**config.mk**
```make
export PLATFORM = sky130hd
export DESIGN_NAME = ppu_px_capture_flat
export DESIGN_NICKNAME = d
export VERILOG_FILES = /design/src/rtl/ppu_pkg.sv /design/src/rtl/ppu_px_capture_if.sv /design/src/rtl/ppu_px_capture_packer.sv /design/src/rtl/ppu_px_capture.sv /design/src/flat_wrapper.sv
export SDC_FILE = /design/constraint.sdc
export NUM_CORES = 1
export LEC_CHECK = 0
export CORE_UTILIZATION = 25
export CTS_BUF_LIST = sky130_fd_sc_hd__clkbuf_16
export DETAILED_ROUTE_END_ITERATION = 6
export GPL_TIMING_DRIVEN = 0
export MAX_ROUTING_LAYER = met4
export PLACE_DENSITY = 0.53
export SLEW_MARGIN = 20
export SYNTH_ARGS = -nofsm -noshare
export SYNTH_HDL_FRONTEND = slang
export SYNTH_SLANG_ARGS = --single-unit
```
**constraint.sdc**
```tcl
create_clock -name clk -period 7.7 [get_ports clk]
set_input_delay 1.54 -clock clk [delete_from_list [all_inputs] [get_ports clk]]
set_output_delay 1.54 -clock clk [all_outputs]
set_load 0.01 [all_outputs]
```
**src/rtl/ppu_pkg.sv**
```systemverilog
// Shared PPU definitions: mode encoding, screen geometry and framebuffer byte addressing.
package ppu_pkg;

    typedef enum logic [1:0] {
        H_BLANK = 2'd0,
        V_BLANK = 2'd1,
        SCAN    = 2'd2,
        DRAW    = 2'd3
    } PPU_STATES_t;

    typedef enum logic {
        CAP_OFF     = 1'b0,
        CAP_CAPTURE = 1'b1
    } cap_state_t;

    localparam int H_PIX_C           = 160;
    localparam int V_PIX_C           = 144;
    localparam int FB_BYTES_PER_LINE = 40;

    // line*40 + col/4, with the multiply split into two shifts so no multiplier is inferred.
    function automatic logic [12:0] fb_byte_addr(input logic [7:0] line, input logic [7:0] col);
        return {line, 5'b0} + {2'b0, line, 3'b0} + {7'b0, col[7:2]};
    endfunction

endpackage

```
**src/rtl/ppu_px_capture_if.sv**
```systemverilog
// Pixel-stream input and framebuffer/status output bundle of the PPU pixel capture block.
interface ppu_px_capture_if;

    logic        LCD_EN;
    logic [1:0]  PPU_MODE;
    logic [1:0]  PX_IN;
    logic        PX_valid;

    logic        FB_WE;
    logic [13:0] FB_ADDR;
    logic [7:0]  FB_DATA;
    logic        FB_DISP_BANK;
    logic        FRAME_DONE;
    logic        ERR_SHORT;
    logic        ERR_LONG;

    modport master (
        output LCD_EN, PPU_MODE, PX_IN, PX_valid,
        input  FB_WE, FB_ADDR, FB_DATA, FB_DISP_BANK, FRAME_DONE, ERR_SHORT, ERR_LONG
    );

    modport slave (
        input  LCD_EN, PPU_MODE, PX_IN, PX_valid,
        output FB_WE, FB_ADDR, FB_DATA, FB_DISP_BANK, FRAME_DONE, ERR_SHORT, ERR_LONG
    );

endinterface

```
**src/rtl/ppu_px_capture_packer.sv**
```systemverilog
// Packs four 2-bit pixels into a byte (leftmost pixel in [7:6]); a flush emits a partial
// byte with the unfilled slots left at 00. The emitted byte appears one cycle later with done.
module px_packer (
    input  logic       clk,
    input  logic       rst,
    input  logic       clear,
    input  logic       accept,
    input  logic [1:0] slot,
    input  logic [1:0] px,
    input  logic       flush,
    output logic       emit,
    output logic       done,
    output logic [7:0] data
);

    logic [7:0] pack;
    logic [7:0] pack_next;

    always_comb begin
        pack_next = pack;
        if (accept) begin
            case (slot)
                2'd0:    pack_next[7:6] = px;
                2'd1:    pack_next[5:4] = px;
                2'd2:    pack_next[3:2] = px;
                default: pack_next[1:0] = px;
            endcase
        end
    end

    assign emit = (accept && (slot == 2'd3)) || flush;

    always_ff @(posedge clk or posedge rst) begin
        if (rst) begin
            pack <= '0;
            done <= 1'b0;
            data <= '0;
        end else if (clear) begin
            pack <= '0;
            done <= 1'b0;
        end else begin
            done <= emit;
            if (emit) begin
                data <= pack_next;
                pack <= '0;
            end else begin
                pack <= pack_next;
            end
        end
    end

endmodule

```
**src/rtl/ppu_px_capture.sv**
```systemverilog
// Sink of the PPU pixel stream: tracks screen x/y, packs pixels into bytes and writes them
// into a (optionally double-buffered) framebuffer, flagging short and overlong lines.
module ppu_px_capture
    import ppu_pkg::*;
#(
    parameter int H_PIX      = H_PIX_C,
    parameter int V_PIX      = V_PIX_C,
    parameter int DOUBLE_BUF = 1
) (
    input logic              clk,
    input logic              rst,
    ppu_px_capture_if.slave  bus
);

    localparam logic [7:0] H_LIM = 8'(H_PIX);
    localparam logic [7:0] V_LIM = 8'(V_PIX);

    cap_state_t  state;
    PPU_STATES_t mode;
    PPU_STATES_t prev_mode;

    logic [7:0] x;
    logic [7:0] y;
    logic [7:0] x_acc;
    logic [7:0] y_line;
    logic       wbank;

    logic active;
    logic px_req;
    logic in_range;
    logic accept;
    logic drop;
    logic line_close;
    logic frame_close;
    logic flush;
    logic emit;
    logic pk_done;
    logic [7:0] pk_data;

    // LCD_EN low acts immediately, so the cycle it drops already behaves as OFF.
    assign mode        = PPU_STATES_t'(bus.PPU_MODE);
    assign active      = (state == CAP_CAPTURE) && bus.LCD_EN;
    assign px_req      = active && bus.PX_valid && (mode == DRAW);
    assign in_range    = (x < H_LIM) && (y < V_LIM);
    assign accept      = px_req && in_range;
    assign drop        = px_req && !in_range;
    assign line_close  = active && (prev_mode == DRAW) && (mode != DRAW);
    assign frame_close = active && (prev_mode != V_BLANK) && (mode == V_BLANK);

    assign x_acc  = accept ? (x + 8'd1) : x;
    assign y_line = (y < V_LIM) ? (y + 8'd1) : y;
    assign flush  = line_close && (x_acc[1:0] != 2'd0);

    px_packer u_packer (
        .clk    (clk),
        .rst    (rst),
        .clear  (!active),
        .accept (accept),
        .slot   (x[1:0]),
        .px     (bus.PX_IN),
        .flush  (flush),
        .emit   (emit),
        .done   (pk_done),
        .data   (pk_data)
    );

    assign bus.FB_WE   = pk_done;
    assign bus.FB_DATA = pk_data;

    // x>>2 before the accept is the right byte index for both a full byte and a partial flush.
    always_ff @(posedge clk or posedge rst) begin
        if (rst) begin
            state            <= CAP_OFF;
            prev_mode        <= H_BLANK;
            x                <= '0;
            y                <= '0;
            wbank            <= 1'b0;
            bus.FB_ADDR      <= '0;
            bus.FB_DISP_BANK <= 1'b0;
            bus.FRAME_DONE   <= 1'b0;
            bus.ERR_SHORT    <= 1'b0;
            bus.ERR_LONG     <= 1'b0;
        end else begin
            bus.FRAME_DONE <= 1'b0;
            prev_mode      <= mode;
            if (!bus.LCD_EN) begin
                state <= CAP_OFF;
                x     <= '0;
                y     <= '0;
            end else if (state == CAP_OFF) begin
                state <= CAP_CAPTURE;
                x     <= '0;
                y     <= '0;
            end else begin
                x <= x_acc;
                if (drop) begin
                    bus.ERR_LONG <= 1'b1;
                end
                if (emit) begin
                    bus.FB_ADDR <= {wbank, fb_byte_addr(y, x)};
                end
                if (line_close) begin
                    if (x_acc < H_LIM) begin
                        bus.ERR_SHORT <= 1'b1;
                    end
                    x <= '0;
                    y <= y_line;
                end
                // Frame close overrides the line-close y update; the flush above keeps the old bank.
                if (frame_close) begin
                    bus.FRAME_DONE   <= 1'b1;
                    bus.FB_DISP_BANK <= wbank;
                    if (DOUBLE_BUF != 0) begin
                        wbank <= ~wbank;
                    end
                    x <= '0;
                    y <= '0;
                end
            end
        end
    end

endmodule

```
**src/flat_wrapper.sv**
```systemverilog
// flat-port wrapper written by rule: the top's interface ports become plain ports
module ppu_px_capture_flat import ppu_pkg::*;
#(
    parameter int H_PIX      = H_PIX_C,
    parameter int V_PIX      = V_PIX_C,
    parameter int DOUBLE_BUF = 1
)
  (clk, rst, bus_LCD_EN, bus_PPU_MODE, bus_PX_IN, bus_PX_valid, bus_FB_WE, bus_FB_ADDR, bus_FB_DATA, bus_FB_DISP_BANK, bus_FRAME_DONE, bus_ERR_SHORT, bus_ERR_LONG);
  ppu_px_capture_if bus_i ();
  input logic clk;
  input logic rst;
  input wire logic [$bits(bus_i.LCD_EN)-1:0] bus_LCD_EN;
  input wire logic [$bits(bus_i.PPU_MODE)-1:0] bus_PPU_MODE;
  input wire logic [$bits(bus_i.PX_IN)-1:0] bus_PX_IN;
  input wire logic [$bits(bus_i.PX_valid)-1:0] bus_PX_valid;
  output wire logic [$bits(bus_i.FB_WE)-1:0] bus_FB_WE;
  output wire logic [$bits(bus_i.FB_ADDR)-1:0] bus_FB_ADDR;
  output wire logic [$bits(bus_i.FB_DATA)-1:0] bus_FB_DATA;
  output wire logic [$bits(bus_i.FB_DISP_BANK)-1:0] bus_FB_DISP_BANK;
  output wire logic [$bits(bus_i.FRAME_DONE)-1:0] bus_FRAME_DONE;
  output wire logic [$bits(bus_i.ERR_SHORT)-1:0] bus_ERR_SHORT;
  output wire logic [$bits(bus_i.ERR_LONG)-1:0] bus_ERR_LONG;
  assign bus_i.LCD_EN = bus_LCD_EN;
  assign bus_i.PPU_MODE = bus_PPU_MODE;
  assign bus_i.PX_IN = bus_PX_IN;
  assign bus_i.PX_valid = bus_PX_valid;
  assign bus_FB_WE = bus_i.FB_WE;
  assign bus_FB_ADDR = bus_i.FB_ADDR;
  assign bus_FB_DATA = bus_i.FB_DATA;
  assign bus_FB_DISP_BANK = bus_i.FB_DISP_BANK;
  assign bus_FRAME_DONE = bus_i.FRAME_DONE;
  assign bus_ERR_SHORT = bus_i.ERR_SHORT;
  assign bus_ERR_LONG = bus_i.ERR_LONG;
  ppu_px_capture #(.H_PIX(H_PIX), .V_PIX(V_PIX), .DOUBLE_BUF(DOUBLE_BUF)) u_core (.clk(clk), .rst(rst), .bus(bus_i));
endmodule
```
==> reports/metrics.yaml, run 1 <==
status: "finished, final reports clean"
synthFlopType: "dfrtp_1"
pwr-share-comb: 0.061
hold_class: "reg -> reg"
numCtsBuffers: 5
nets: 336
viasPerCell: 4.38
synth-edff-count: 0
period_share: 0.414
yosysWarnings: 0
tightest_slew_ns: 0.685
syn_area_mm2: 0.00281
die_area_mm2: 0.0117
drv_cap: 0
ant_nets: 0
synth_top_cell_by_area: "dfrtp_1"
gp_routability_congestion: 0.825
grt_max_degree: 56
synthArstFlopShare: 1.00
rsz0062_at_grt: "false"
critical_path_arrival_ns: 3.36
worstHoldPathCells: 2
start_util: 0.258
cp_max_fo: 9
syn_to_final_growth_pct: 23.6
num_antenna_cells: 0
holdWs_ns: 0.464
drtIter0Drc: 57
drive_gt1_frac: 0.0945
placed_cells: 439
intPower_mw: 0.432
die_y_um: 108
syn_nets: 295
synth_area_leaders: "dfrtp_1 (49%), ha_1 (8.9%), nand2_1 (4.7%), nor2_1 (4.1%), mux2i_1 (3.2%)"
grt.overflow.total: 0
clk_latency_ns: 0.29
cts_root_buf: "clkbuf_16"
drt_pass1_iterations: 4
syn_area_per_cell_um2: 10.6
io_pins: 35
wire_per_inst_um: 12.8
path_class: "in -> reg"
ys_seq_area_frac: 0.490
htreeDepth: 2
wl_met3_um: 226
track_usage: 0.110
fin_cells: 447
synthCells: 265
synth_seq_cells: 55
setup-violations-final: 0
finalMaxSlewViolations: 0
fp.dieW_um: 108
power.density_mw_per_mm2: 161
grt_antenna_before_repair: 0
grt_pass1_wl_mm: 9.65
wl_met2_mm: 2.31
synth_top_area_share: 0.490
required_ns: 7.88
leakage_nw: 1.62
met1_length_mm: 3.15
clk_path_buf_depth: 2
hold_viol_final: 0
worstSetupEndpointType: "flip-flop"
wl_mm: 5.73
pwr-share-clk: 0.400
fin_worst_skew_ns: 0.00449
power.net_switching_mw: 0.125
final_core_util: 0.319
critPathLaunchType: "primary input"
yosysUniqueCellTypes: 41
cts_tree: "yes"
vias: 1956
highest_layer: "met4"
postPlaceCellArea_mm2: 0.00333
rrSetupSlack_ns: 4.94
worst-r2r-cell-count: 9
max_slew_margin: 0.544
clkTransAtPathRegs_ns: 0.07
design_area_mm2: 0.00347
port_buffers: 34
vdd_ir_drop_max_v: 0.000140
postCtsSetupBuffers: 0
grt_pass1_vias: 1982
core_area_mm2: 0.0109
setup_tns_ns: 0
rows: 38
clock.fmax_mhz: 314
cts_resized: 0
cts_sinks: 55
fin_crit_ns: 3.19
p_seq_frac: 0.540
finalPower_mw: 0.557
dpl.hpwl_mm: 4.19
cts-hold-fix-buffers: 0
switching_share: 0.224
drc: 0
worst_slack_ns: 4.51
place_ws_ns: 4.20
## per-layer routing
metal	up-vias	GRT usage
met5	-	-
met4	0	0.0294
met3	4	0.0247
met2	42	0.152
met1	927	0.159
li1	983	-
## final timing paths
path                                             start                     end
worst max-delay path                        bus_LCD_EN  u_core.bus.FB_ADDR[10]
worst max register to register             u_core.y[0]  u_core.bus.FB_ADDR[10]
worst min-delay path            u_core.bus.FB_ADDR[13]  u_core.bus.FB_ADDR[13]
max in group asynchronous                          rst   u_core.bus.FB_ADDR[2]
min in group asynchronous                          rst    u_core.u_packer.done
worst min register to register  u_core.bus.FB_ADDR[13]  u_core.bus.FB_ADDR[13]
## flip-flops by register name, indices dropped and copies added (netlist names)
signal                   count
u_core.bus.FB_ADDR          14
u_core.u_packer.data         8
u_core.u_packer.pack         8
u_core.x                     8
u_core.y                     8
u_core.prev_mode             2
u_core.bus.ERR_LONG          1
u_core.bus.ERR_SHORT         1
u_core.bus.FB_DISP_BANK      1
u_core.bus.FRAME_DONE        1
u_core.state                 1
u_core.u_packer.done         1
u_core.wbank                 1
## area by class of cell
class	count	area, um2
Fill cell	1134	7420
Sequential cell	55	1380
Multi-Input combinational cell	193	1340
Timing Repair Buffer	34	340
Tap cell	140	175
Clock buffer	5	125
Buffer	6	48.8
Inverter	11	48.8
Clock inverter	3	20.0
## cells by family after synthesis
logic type,synth area share
mux,0.0414
xor+xnor,0.0624
flops,0.490
simple gates,0.159
buf+inv,0.0339
compound gates,0.110
fa+ha+maj,0.103
## critical path, cell delays in order
cell and delay (ns):
clkdlybuf4s50_1 0.51, and2_0 0.36, and4_1 0.27, buf_6 0.15, a21oi_4 0.11, inv_6 0.12, mux2_4 0.30
## power groups by stage
| stage | clock network [mW] | logic, mW | registers, mW |
|---|---|---|---|
| floorplan | 0 | 0.0155 | 0.308 |
| global placement | 0 | 0.0338 | 0.307 |
| detailed placement | 0 | 0.0344 | 0.307 |
| CTS | 0.229 | 0.0346 | 0.301 |
| global route | 0.243 | 0.0375 | 0.302 |
| finish | 0.223 | 0.0338 | 0.301 |
## synth_stat cells (3+ instances only)
library cell / instances
dfrtp_1: 55
nand2_1: 35
nor2_1: 31
ha_1: 20
a21oi_1: 14
inv_1: 10
xnor2_1: 10
xor2_1: 10
mux2i_1: 9
o21ai_0: 9
and3_1: 6
nand4_1: 6
nor3_1: 4
a21o_1: 3
a21oi_2: 3
a31o_2: 3
buf_6: 3
nor2_2: 3
## cell usage in the layout (no fill, tap or decap), types with 3 or more instances in the layout
| master | synthesis | routed |
|---|---|---|
| dfrtp_1 | 55 | 55 |
| nand2_1 | 35 | 35 |
| clkdlybuf4s50_1 | 0 | 34 |
| nor2_1 | 31 | 31 |
| ha_1 | 20 | 20 |
| a21oi_1 | 14 | 14 |
| xor2_1 | 10 | 10 |
| xnor2_1 | 10 | 10 |
| inv_1 | 10 | 9 |
| o21ai_0 | 9 | 9 |
| mux2i_1 | 9 | 9 |
| and3_1 | 6 | 6 |
| nand4_1 | 6 | 6 |
| clkbuf_16 | 0 | 5 |
| nor3_1 | 4 | 4 |
| a31o_2 | 3 | 3 |
| buf_6 | 3 | 3 |
| a21o_1 | 3 | 3 |
| nor2_2 | 3 | 3 |
| a21oi_2 | 3 | 3 |
No activity file was read; power rests on OpenSTA's default activity.
==> inputs of run 2 (changes only) <==
- PLACE_DENSITY: 0.53 -> 0.55
- clock period: 7.7 -> 2.74 ns (I/O delays scaled with it)
==> reports/metrics.yaml, run 2 (synthesis results as in run 1) <==
clock.fmax_mhz: 392
drt_pass1_iterations: 4
timing.rr.end: "u_core.bus.FB_ADDR[10]"
start_util: 0.258
cts_root_buf: "clkbuf_16"
fin_cells: 448
place_ws_ns: 0.0438
drv_cap: 0
drtIter0Drc: 111
power.density_mw_per_mm2: 492
slowest_delay_ns: 0.53
grt_antenna_before_repair: 0
viasPerCell: 4.43
hold_viol_final: 0
die_area_mm2: 0.0117
track_usage: 0.113
finalPower_mw: 1.74
drive_gt1_frac: 0.107
cp_max_fo: 5
crit_path_cell_trace: "inv_1 > fa_1 > inv_1 > fa_2 > a211oi_2 > o21bai_1 > a21oi_1 > xnor2_1 > mux2_4"
numCtsBuffers: 5
busiest_layer: "met1"
rrSetupSlack_ns: 0.19
dpl.hpwl_mm: 4.24
grt.overflow.total: 0
path_class: "reg -> reg"
met3_usage: 0.0199
core_area_mm2: 0.0109
regMostFlops: "u_core.bus.FB_ADDR"
worst-r2r-cell-count: 9
design_area_mm2: 0.00353
required_ns: 2.92
io_pins: 35
final_common_cell: "dfrtp_1"
cts_tree: "yes"
gp_routability_congestion: 0.750
cts_sinks: 55
grt_max_degree: 56
cp_common_cell: "inv_1"
setup-violations-final: 0
clkTransAtPathRegs_ns: 0.07
leakage_nw: 1.65
cts-hold-fix-buffers: 0
fin_crit_ns: 2.55
slowest_stage: "fa_1"
ant_nets: 0
cp-startpoint: "u_core.y[0]"
placed_cells: 439
nets: 337
syn_to_final_growth_pct: 25.7
num_antenna_cells: 0
critPathLaunchType: "flip-flop"
tightest_slew_ns: 0.667
period_share: 0.932
rows: 38
final_cell_mix: "dfrtp_1 (54), nand2_1 (35), clkdlybuf4s50_1 (34), nor2_1 (31), ha_1 (20)"
vdd_ir_drop_max_v: 0.000239
rr_startpoint: "u_core.y[0]"
use_met1: 0.171
clk_latency_ns: 0.29
final_core_util: 0.324
wl_mm: 5.76
worstSetupEndpointType: "flip-flop"
grt_pass1_vias: 1986
htreeDepth: 2
hold_class: "reg -> reg"
critical_path_arrival_ns: 2.73
hp-start: "u_core.bus.FB_ADDR[1]"
drc: 0
largest_register_ffs: 14
fin_worst_skew_ns: 0.00434
wire_per_inst_um: 12.9
worst_slack_ns: 0.186
die_y_um: 108
postPlaceCellArea_mm2: 0.00333
status: "finished, final reports clean"
clk_path_buf_depth: 2
endpoint: "u_core.bus.FB_ADDR[10]"
grt_pass1_wl_mm: 9.94
grt_use_met2: 0.151
max_slew_margin: 0.555
finalMaxSlewViolations: 0
holdWs_ns: 0.464
fp.dieW_um: 108
rsz0062_at_grt: "false"
port_buffers: 34
vias: 1984
setup_tns_ns: 0
==> run 2: routing by layer <==
layer / vias to the layer above / share of wire
met5: - / 0
met4: 0 / 0.0099
met3: 8 / 0.045
met2: 40 / 0.41
met1: 953 / 0.54
li1: 983 / -
==> run 2: worst max-delay path: cells and delay by family, from the launching register on <==
family / cells / cell delay (ns)
DFF: 1 / 0.41
muxes: 1 / 0.26
adders and majority gates: 2 / 0.95
xor gates and xnor gates: 1 / 0.11
AOI/OAI and AO/OA: 3 / 0.57
buffers and inverters: 2 / 0.14
==> run 2: worst min-delay path by stage <==
| stage | end | slack (ns) | depth (start not counted) |
|---|---|---|---|
| after CTS | u_core.bus.FB_ADDR[1] | 0.47 | 2 |
| after detailed placement | u_core.bus.FB_ADDR[1] | 0.46 | 2 |
| after floorplan | u_core.wbank | 0.46 | 1 |
| final | u_core.bus.FB_ADDR[1] | 0.46 | 2 |
| after global placement | u_core.bus.FB_ADDR[13] | 0.45 | 2 |
| after global routing | u_core.bus.FB_ADDR[2] | 0.50 | 2 |
==> run 2: what timing repair did <==
action | 4_1_cts | 5_1_grt
gates resized for setup | 0 | 3
setup buffers | 0 | 1
endpoints found under the setup margin | 0 | 2
==> run 2: final cells by class <==
type                       count  area, um2
multi-input combinational    193       1350
clock inverter                 3       63.8
timing repair buffer          35        348
inverter                      11       48.8
tap                          140        175
clock buffer                   5        125
fill                        1135       7360
buffer                         6       48.8
sequential                    55       1380
==> run 2: power by group <==
group          total [mW]  switching [mW]  internal (mW)
Combinational      0.0955          0.0505         0.0450
Sequential          0.846          0.0133          0.833
Clock               0.795           0.275          0.520
